[src/rtl/noise_filter.sv]
// rtl/noise_filter.sv - moving-average denoiser over 2^win_sel samples with a circular window buffer
module noise_filter #(
    parameter int DATA_W       = 24,
    parameter int LOG2_MAX_WIN = 6
) (
    input  logic              clk,
    input  logic              reset_n,
    input  logic              filter_enable,
    input  logic [2:0]        win_sel,
    input  logic              in_valid,
    input  logic [DATA_W-1:0] input_wave,
    output logic              out_valid,
    output logic [DATA_W-1:0] output_wave,
    output logic              warm
);

    localparam int DEPTH = 1 << LOG2_MAX_WIN;
    localparam int PTR_W = LOG2_MAX_WIN;
    localparam int CNT_W = LOG2_MAX_WIN + 1;
    localparam int SUM_W = DATA_W + LOG2_MAX_WIN;

    typedef enum logic [1:0] {
        ST_FILL   = 2'd0,
        ST_RUN    = 2'd1,
        ST_BYPASS = 2'd2
    } state_t;

    state_t             state_q, state_d;
    logic [SUM_W-1:0]   sum_q, sum_d;
    logic [CNT_W-1:0]   count_q, count_d;
    logic [PTR_W-1:0]   wr_ptr, ptr_d;
    logic [2:0]         k_reg, k_eff;
    logic [DATA_W-1:0]  out_d;
    logic               valid_d;
    logic               warm_d;
    logic               buf_we;

    logic [DATA_W-1:0]  win_buf [DEPTH];

    logic               win_change;
    logic [CNT_W-1:0]   win_n;
    logic [SUM_W-1:0]   base_sum;
    logic [CNT_W-1:0]   base_count;
    logic               full;
    logic [PTR_W-1:0]   old_idx;
    logic [DATA_W-1:0]  x_old;
    logic [SUM_W-1:0]   acc_sum;
    logic [CNT_W-1:0]   acc_count;
    logic [DATA_W-1:0]  avg;

    always_comb begin
        k_eff = win_sel;
        if (win_sel > 3'(LOG2_MAX_WIN)) begin
            k_eff = 3'(LOG2_MAX_WIN);
        end
    end

    // A new window size, or leaving bypass, restarts the average from an empty window;
    // a sample accepted in that cycle becomes the first of the new window.
    always_comb begin
        win_n      = CNT_W'(1) << k_eff;
        win_change = (k_eff != k_reg);
        base_sum   = sum_q;
        base_count = count_q;
        if (win_change || state_q == ST_BYPASS) begin
            base_sum   = '0;
            base_count = '0;
        end
        full      = (base_count == win_n);
        old_idx   = wr_ptr - win_n[PTR_W-1:0];
        x_old     = full ? win_buf[old_idx] : '0;
        acc_sum   = base_sum + SUM_W'(input_wave) - SUM_W'(x_old);
        acc_count = full ? base_count : base_count + CNT_W'(1);
        avg       = DATA_W'(acc_sum >> k_eff);
    end

    always_comb begin
        state_d = state_q;
        sum_d   = sum_q;
        count_d = count_q;
        ptr_d   = wr_ptr;
        buf_we  = 1'b0;
        out_d   = output_wave;
        valid_d = 1'b0;
        if (!filter_enable) begin
            // Buffer contents need no clearing: the zero count masks every stale entry.
            state_d = ST_BYPASS;
            sum_d   = '0;
            count_d = '0;
            if (in_valid) begin
                valid_d = 1'b1;
                out_d   = input_wave;
            end
        end else if (in_valid) begin
            sum_d   = acc_sum;
            count_d = acc_count;
            ptr_d   = wr_ptr + PTR_W'(1);
            buf_we  = 1'b1;
            out_d   = avg;
            valid_d = 1'b1;
            state_d = (acc_count == win_n) ? ST_RUN : ST_FILL;
        end else begin
            sum_d   = base_sum;
            count_d = base_count;
            state_d = (base_count == win_n) ? ST_RUN : ST_FILL;
        end
        warm_d = (state_d == ST_RUN);
    end

    always_ff @(posedge clk or negedge reset_n) begin
        if (!reset_n) begin
            state_q     <= ST_FILL;
            sum_q       <= '0;
            count_q     <= '0;
            wr_ptr      <= '0;
            k_reg       <= '0;
            output_wave <= '0;
            out_valid   <= 1'b0;
            warm        <= 1'b0;
        end else begin
            state_q     <= state_d;
            sum_q       <= sum_d;
            count_q     <= count_d;
            wr_ptr      <= ptr_d;
            k_reg       <= k_eff;
            output_wave <= out_d;
            out_valid   <= valid_d;
            warm        <= warm_d;
        end
    end

    always_ff @(posedge clk) begin
        if (buf_we) begin
            win_buf[wr_ptr] <= input_wave;
        end
    end

endmodule
[config.mk]
export PLATFORM = sky130hd
export DESIGN_NAME = noise_filter
export DESIGN_NICKNAME = d
export VERILOG_FILES = /design/src/rtl/noise_filter.sv
export SDC_FILE = /design/constraint.sdc
export NUM_CORES = 2
export LEC_CHECK = 0
export ABC_AREA = 1
export CAP_MARGIN = 10
export CORE_ASPECT_RATIO = 0.8
export CORE_MARGIN = 2
export CORE_UTILIZATION = 62
export CTS_CLUSTER_DIAMETER = 150
export DETAILED_ROUTE_END_ITERATION = 10
export GPL_TIMING_DRIVEN = 1
export PLACE_DENSITY = 0.79
export SYNTH_ARGS = -nofsm -noshare
export SYNTH_HDL_FRONTEND = slang
export SYNTH_SLANG_ARGS = --single-unit
[constraint.sdc]
create_clock -name clk -period 14.5 [get_ports clk]
set_input_delay 3.625 -clock clk [delete_from_list [all_inputs] [get_ports clk]]
set_output_delay 3.625 -clock clk [all_outputs]
set_load 0.02 [all_outputs]
== Word-level counts from Yosys, hierarchy flattened ==
Memories as Yosys holds them, arrays and structs flattened.
Cells that the tools add are included.

* Flip-flop bits (word level): 74
* Bits in latches: 0
* RAM bits: 1536
* ROM bits: 0
* Input bits: 31
* Output and inout port bits: 26
* Logic and storage cells: 44
* Memories kept: 1

{| class="wikitable"
|+ Memory list
! memory !! words !! width !! read ports !! clocked after Yosys merged registers in !! wr ports !! line !! text
|-
| win_buf || 64 || 24 || 1 || 0 || 1 || 38 || <nowiki>logic [DATA_W-1:0] win_buf [DEPTH];</nowiki>
|}

* $add $sub $neg: 5
* $mul: 0
* Divide/modulo/power cells: 0
* $lt $le $gt $ge: 1
* Equal/unequal tests: 5
* Shift operators: 2
* Mux-type cells: 20
* Bitwise operators: 0
* Reduce and logical (&&, ||, !) cells: 2

{| class="wikitable"
|+ Operators by type and width
! kind !! count
|-
| $mux 24 || 4
|-
| $mux 30 || 3
|-
| $add 30x24->30 || 1
|-
| $shr 30x3->24 || 1
|-
| $sub 30x24->30 || 1
|-
| $mux 7 || 4
|-
| $eq 7x7->1 || 2
|-
| $add 7x1->7 const B || 1
|-
| $mux 1 || 7
|-
| $shl 1x3->7 const A || 1
|-
| $add 6x1->6 const B || 1
|-
| $sub 6x6->6 || 1
|-
| $gt 3x3->1 const B || 1
|-
| $mux 3 || 1
|-
| $ne 3x3->1 || 1
|-
| $eq 2x1->1 const B || 1
|-
| $eq 2x2->1 const B || 1
|-
| $mux 2 || 1
|-
| $reduce_and 2->1 || 1
|-
| $logic_or 1x1->1 || 1
|}

== Longest topological paths before layout ==
* Word-level depth: 12
* Depth in mapped cells: 39

== Least setup slack after synthesis ==
No wires, ideal clock.

* Path type: input-to-reg
* From: input win_sel[2]
* To: register output_wave[21]
* Arrival: 8.439 ns
* Data required time: 14.383 ns
* Setup slack: 5.945 ns
* Stages on the path: 35
* Cell sequence: buf_2 > nor3_2 > ha_1 > fa_1 > buf_2 > inv_2 > buf_2 > buf_2 > clkbuf_1 > a21oi_1 > a221oi_1 > nor3_1 > o221ai_1 > nand2_1 > nor2_1 > ha_1 > inv_1 > ha_1 > inv_1 > fa_1 > nand3b_1 > nand2_1 > nand2_1 > nand2_1 > nand2_1 > nand2_1 > nand2_1 > nand3_1 > nand3_1 > nand2_1 > nand2_1 > nand3_1 > nand3_1 > nand2_1 > nand2_1

* Longest elaborated chain between the ends: 11

{| class="wikitable"
|+ RTL lines
! what !! line !! text
|-
| from (decl) || 9 || <nowiki>input logic [2:0] win_sel,</nowiki>
|-
| $gt 3x3->1 || 53 || <nowiki>if (win_sel > 3'(LOG2_MAX_WIN)) begin</nowiki>
|-
| $mux 3 (*) || 53 ||
|-
| branches (longest 6 deep; another with $sub 30x24->30) || -- ||
|-
| $shr 30x3->24 (*) || 74 || <nowiki>avg = DATA_W'(acc_sum >> k_eff);</nowiki>
|-
| $mux 24 (*) || 94 || <nowiki>end else if (in_valid) begin</nowiki>
|-
| $mux 24 (*) || 85 || <nowiki>if (!filter_enable) begin</nowiki>
|-
| to (signal assigned) || 126 || <nowiki>output_wave <= out_d;</nowiki>
|-
| to (decl) || 13 || <nowiki>output logic [DATA_W-1:0] output_wave,</nowiki>
|}

Mark *: on every way between the ends. The select of a mux whose other input is x is not followed.
A chain may end at the register's enable or synchronous reset.

== Worst setup path in the final report ==
* From: input win_sel[1]
* To: register output_wave[9]

The elaborated chain is that of the path after synthesis.

==> flow_summary.toml <==
[outcome]
run_status = "finished clean"

[power]
pwr_density_cell_mw_per_mm2 = 230.2
power_leakage_nw = 25.62
vdd_drop_max_uv = 277.6
total_power_w = 0.01713

[clock_network]
htreeDepth = 4
cts_tree = "done"
cts_buffers = 147
cts_resized = 0
worst_skew_pair.late_latency_ps = 790
clock_sinks = 1609
cts_hold_buf = 0
cts_buffer_depth = 3
cts_root_buffer = "clkbuf_16"
postCtsSetupBuffers = 0
cts.reportedPaths.clkPinSlew_ps = 60

[worst_setup_path]
regToRegSetupSlack_ps = 6410
worst_path_largest_cell_delay_ps = 900
r2r_cells = 26
slowest_stage = "fa_4"
crit_required_ps = 15190
start_kind = "primary input"
endpoint_kind = "flip-flop"
r2r-end = "output_wave[9]"
worstPathArrival_ps = 12320
regToRegStartpoint = "wr_ptr[0]"
crit_end = "output_wave[9]"
cp_common_cell = "nand2_1"
worstSetupPathType = "in -> reg"
crit_fanout = 107
crit_path_start = "win_sel[1]"

[floorplan]
initial_utilization_pct = 62.33
fp.dieArea_mm2 = 0.1115
fp.dieH_um = 299.1
rows = 108
pin_count = 57
coreArea_mm2 = 0.1082
die_w_um = 372.8

[yosys]
syn_inst = 5527
synth-simple-area-share_pct = 11.85
synth-xor-area-share_pct = 0.3505
ys.warnings.count = 0
synth_nets = 5620
netlist.area_leader.share_pct = 68.37
synth_mux_area_share_pct = 0
netlist_top_cells_area = "edfxtp_1, nand2_1, a21oi_1"
synth_area_mm2 = 0.06747
synth_edf_count = 1536
synth-seq-cells = 1609
synthArstFlopShare_pct = 4.537
synth_top_family_by_area = "compound AO/OA/AOI/OAI gates"
synth_compound_area_share_pct = 12.07
synth.most_common_cell = "edfxtp_1"
synthFlopType = "edfxtp_1"
synth_adder_area_share_pct = 1.428
ys_types = 44
syn_area_per_cell_um2 = 12.21
ys_top_cells_by_count = "edfxtp_1, nand2_1, a21oi_1"
yosysTopAreaCell = "edfxtp_1"
seq_area_frac_synth_pct = 71.07

[timing]
fmax_mhz = 85.95
report.final.slew_viol_count = 0
whs_ps = 487.6
finalSetupTns_ps = 0
max-slew-margin-rel_pct = 22.81
setup_viol = 0
worstMarginPinSlew_ps = 1152
fin_crit_sh_pct = 80.24
setup_ws_ps = 2865
finClkSkew_ps = 23.75
fin_crit_ps = 11640
rsz0062_at_grt = "false"
hold_viol_final = 0

[route]
drt-initial-drc-count = 7869
routed_wl_um = 192000
drtPass1Iterations = 8
drt-vias-per-instance = 6.712
num_vias = 47230
wl_per_cell_um = 27.28
ant_nets = 0
drc = 0

[finish]
nNetsFinal = 5583
reg.largest.list = "win_buf (1536), sum_q (30), output_wave (24)"
n_fill_cell = 7247
largest_reg_flops = 1536
top_register = "win_buf"
fin_cells = 7037
synthToLayoutAreaGrowth_pct = 10.30
drive_gt1_share_pct = 8.616

[hold_path]
hold_class = "reg -> reg"

[placement]
place_ws_ps = 2338
hpwl_um = 102700
numPortBuffers = 56
gp_congestion = 0.9918
dp_cells = 6771

[flow_run]
maxCapViolCount = 0

[grt]
grt_pass1_wl_um = 283200
grt_max_degree = 193
grt_usage_pct = 34.08
antenna_found_initial = 4
grt_pass1_vias = 45190
gr-total-overflow = 0
[layout by cell type (no fill, tap or decap), drive strengths merged, types with 3 or more instances in the layout]
| cell | count |
|---|---|
| nor2 | 237 |
| nand2 | 1249 |
| nor3 | 79 |
| dfrtp | 73 |
| a221oi | 286 |
| bufinv | 13 |
| xor2 | 19 |
| a21o | 5 |
| edfxtp | 1536 |
| fa | 25 |
| clkinv | 57 |
| o22ai | 13 |
| clkinvlp | 5 |
| inv | 180 |
| clkdlybuf4s50 | 31 |
| xnor2 | 8 |
| nand4 | 16 |
| o221ai | 25 |
| a32oi | 48 |
| o21ai | 124 |
| a31oi | 27 |
| o21bai | 4 |
| nand3b | 3 |
| ha | 37 |
| or2 | 29 |
| nand3 | 327 |
| a21oi | 777 |
| buf | 160 |
| clkbuf | 188 |
| o211ai | 14 |
[final cells by class]
| cell class | instances | area (µm²) | area share [%] |
|---|---|---|---|
| inverters | 178 | 695.7 | 0.9348 |
| clock inverters | 77 | 778.2 | 1.046 |
| clock buffers | 188 | 4000 | 5.375 |
| flip-flops and latches | 1609 | 47950 | 64.44 |
| repair buffers | 191 | 1627 | 2.186 |
| multi-input cells | 3363 | 17570 | 23.61 |
| well taps | 1430 | 1789 | 2.404 |
| diodes | 1 | 2.502 | 0.003363 |
[kinds of logic after synthesis]
group	Yosys count
AO/OA/AOI/OAI	1331
adder cells (fa/ha/maj)	62
AND/OR/NAND/NOR	1943
XOR/XNOR	27
flip-flops	1609
buffers and inverters	555
[per-stage QoR]
stage	cell area, µm²	utilization, %
final	74420	68.75
after global routing	74410	68.75
after CTS	74410	68.75
after detailed placement	69630	64.33
after global placement	69630	64.33
after floorplan	67470	-
[report_power, final]
part	switching [W]	total [W]	internal (W)
clock network	0.00171	0.00390	0.00219
registers	0.0000674	0.00529	0.00522
logic	0.00579	0.00794	0.00215
total	0.00756	0.0171	0.00956
[how the worst min path moves through the flow]
| stage | start | to | slack (ps) | depth (start not counted) |
|---|---|---|---|---|
| floorplan | sum_q[0] | sum_q[0] | 520 | 2 |
| global placement | output_wave[21] | output_wave[21] | 480 | 2 |
| detailed placement | output_wave[21] | output_wave[21] | 470 | 2 |
| CTS | output_wave[21] | output_wave[21] | 490 | 2 |
| global route | output_wave[21] | output_wave[21] | 520 | 2 |
| finish | output_wave[21] | output_wave[21] | 490 | 2 |
[metal layers]
metal,vias up,track usage [%],part of all wire (%)
met5,-,0,0.0068
met4,2,16.78,5.0
met3,534,5.944,12
met2,3504,52.67,46
met1,22840,47.66,37
li1,20350,-,-
[worst max-delay path: cells and delay by family]
kind | cells | cell delay [ps]
XOR/XNOR | 1 | 430
AND/OR/NAND/NOR | 10 | 1350
buffers and inverters | 9 | 2780
AO/OA/AOI/OAI | 6 | 2100
adder cells (fa/ha/maj) | 3 | 1770
Note: power is estimated with default switching activity, not from simulation.
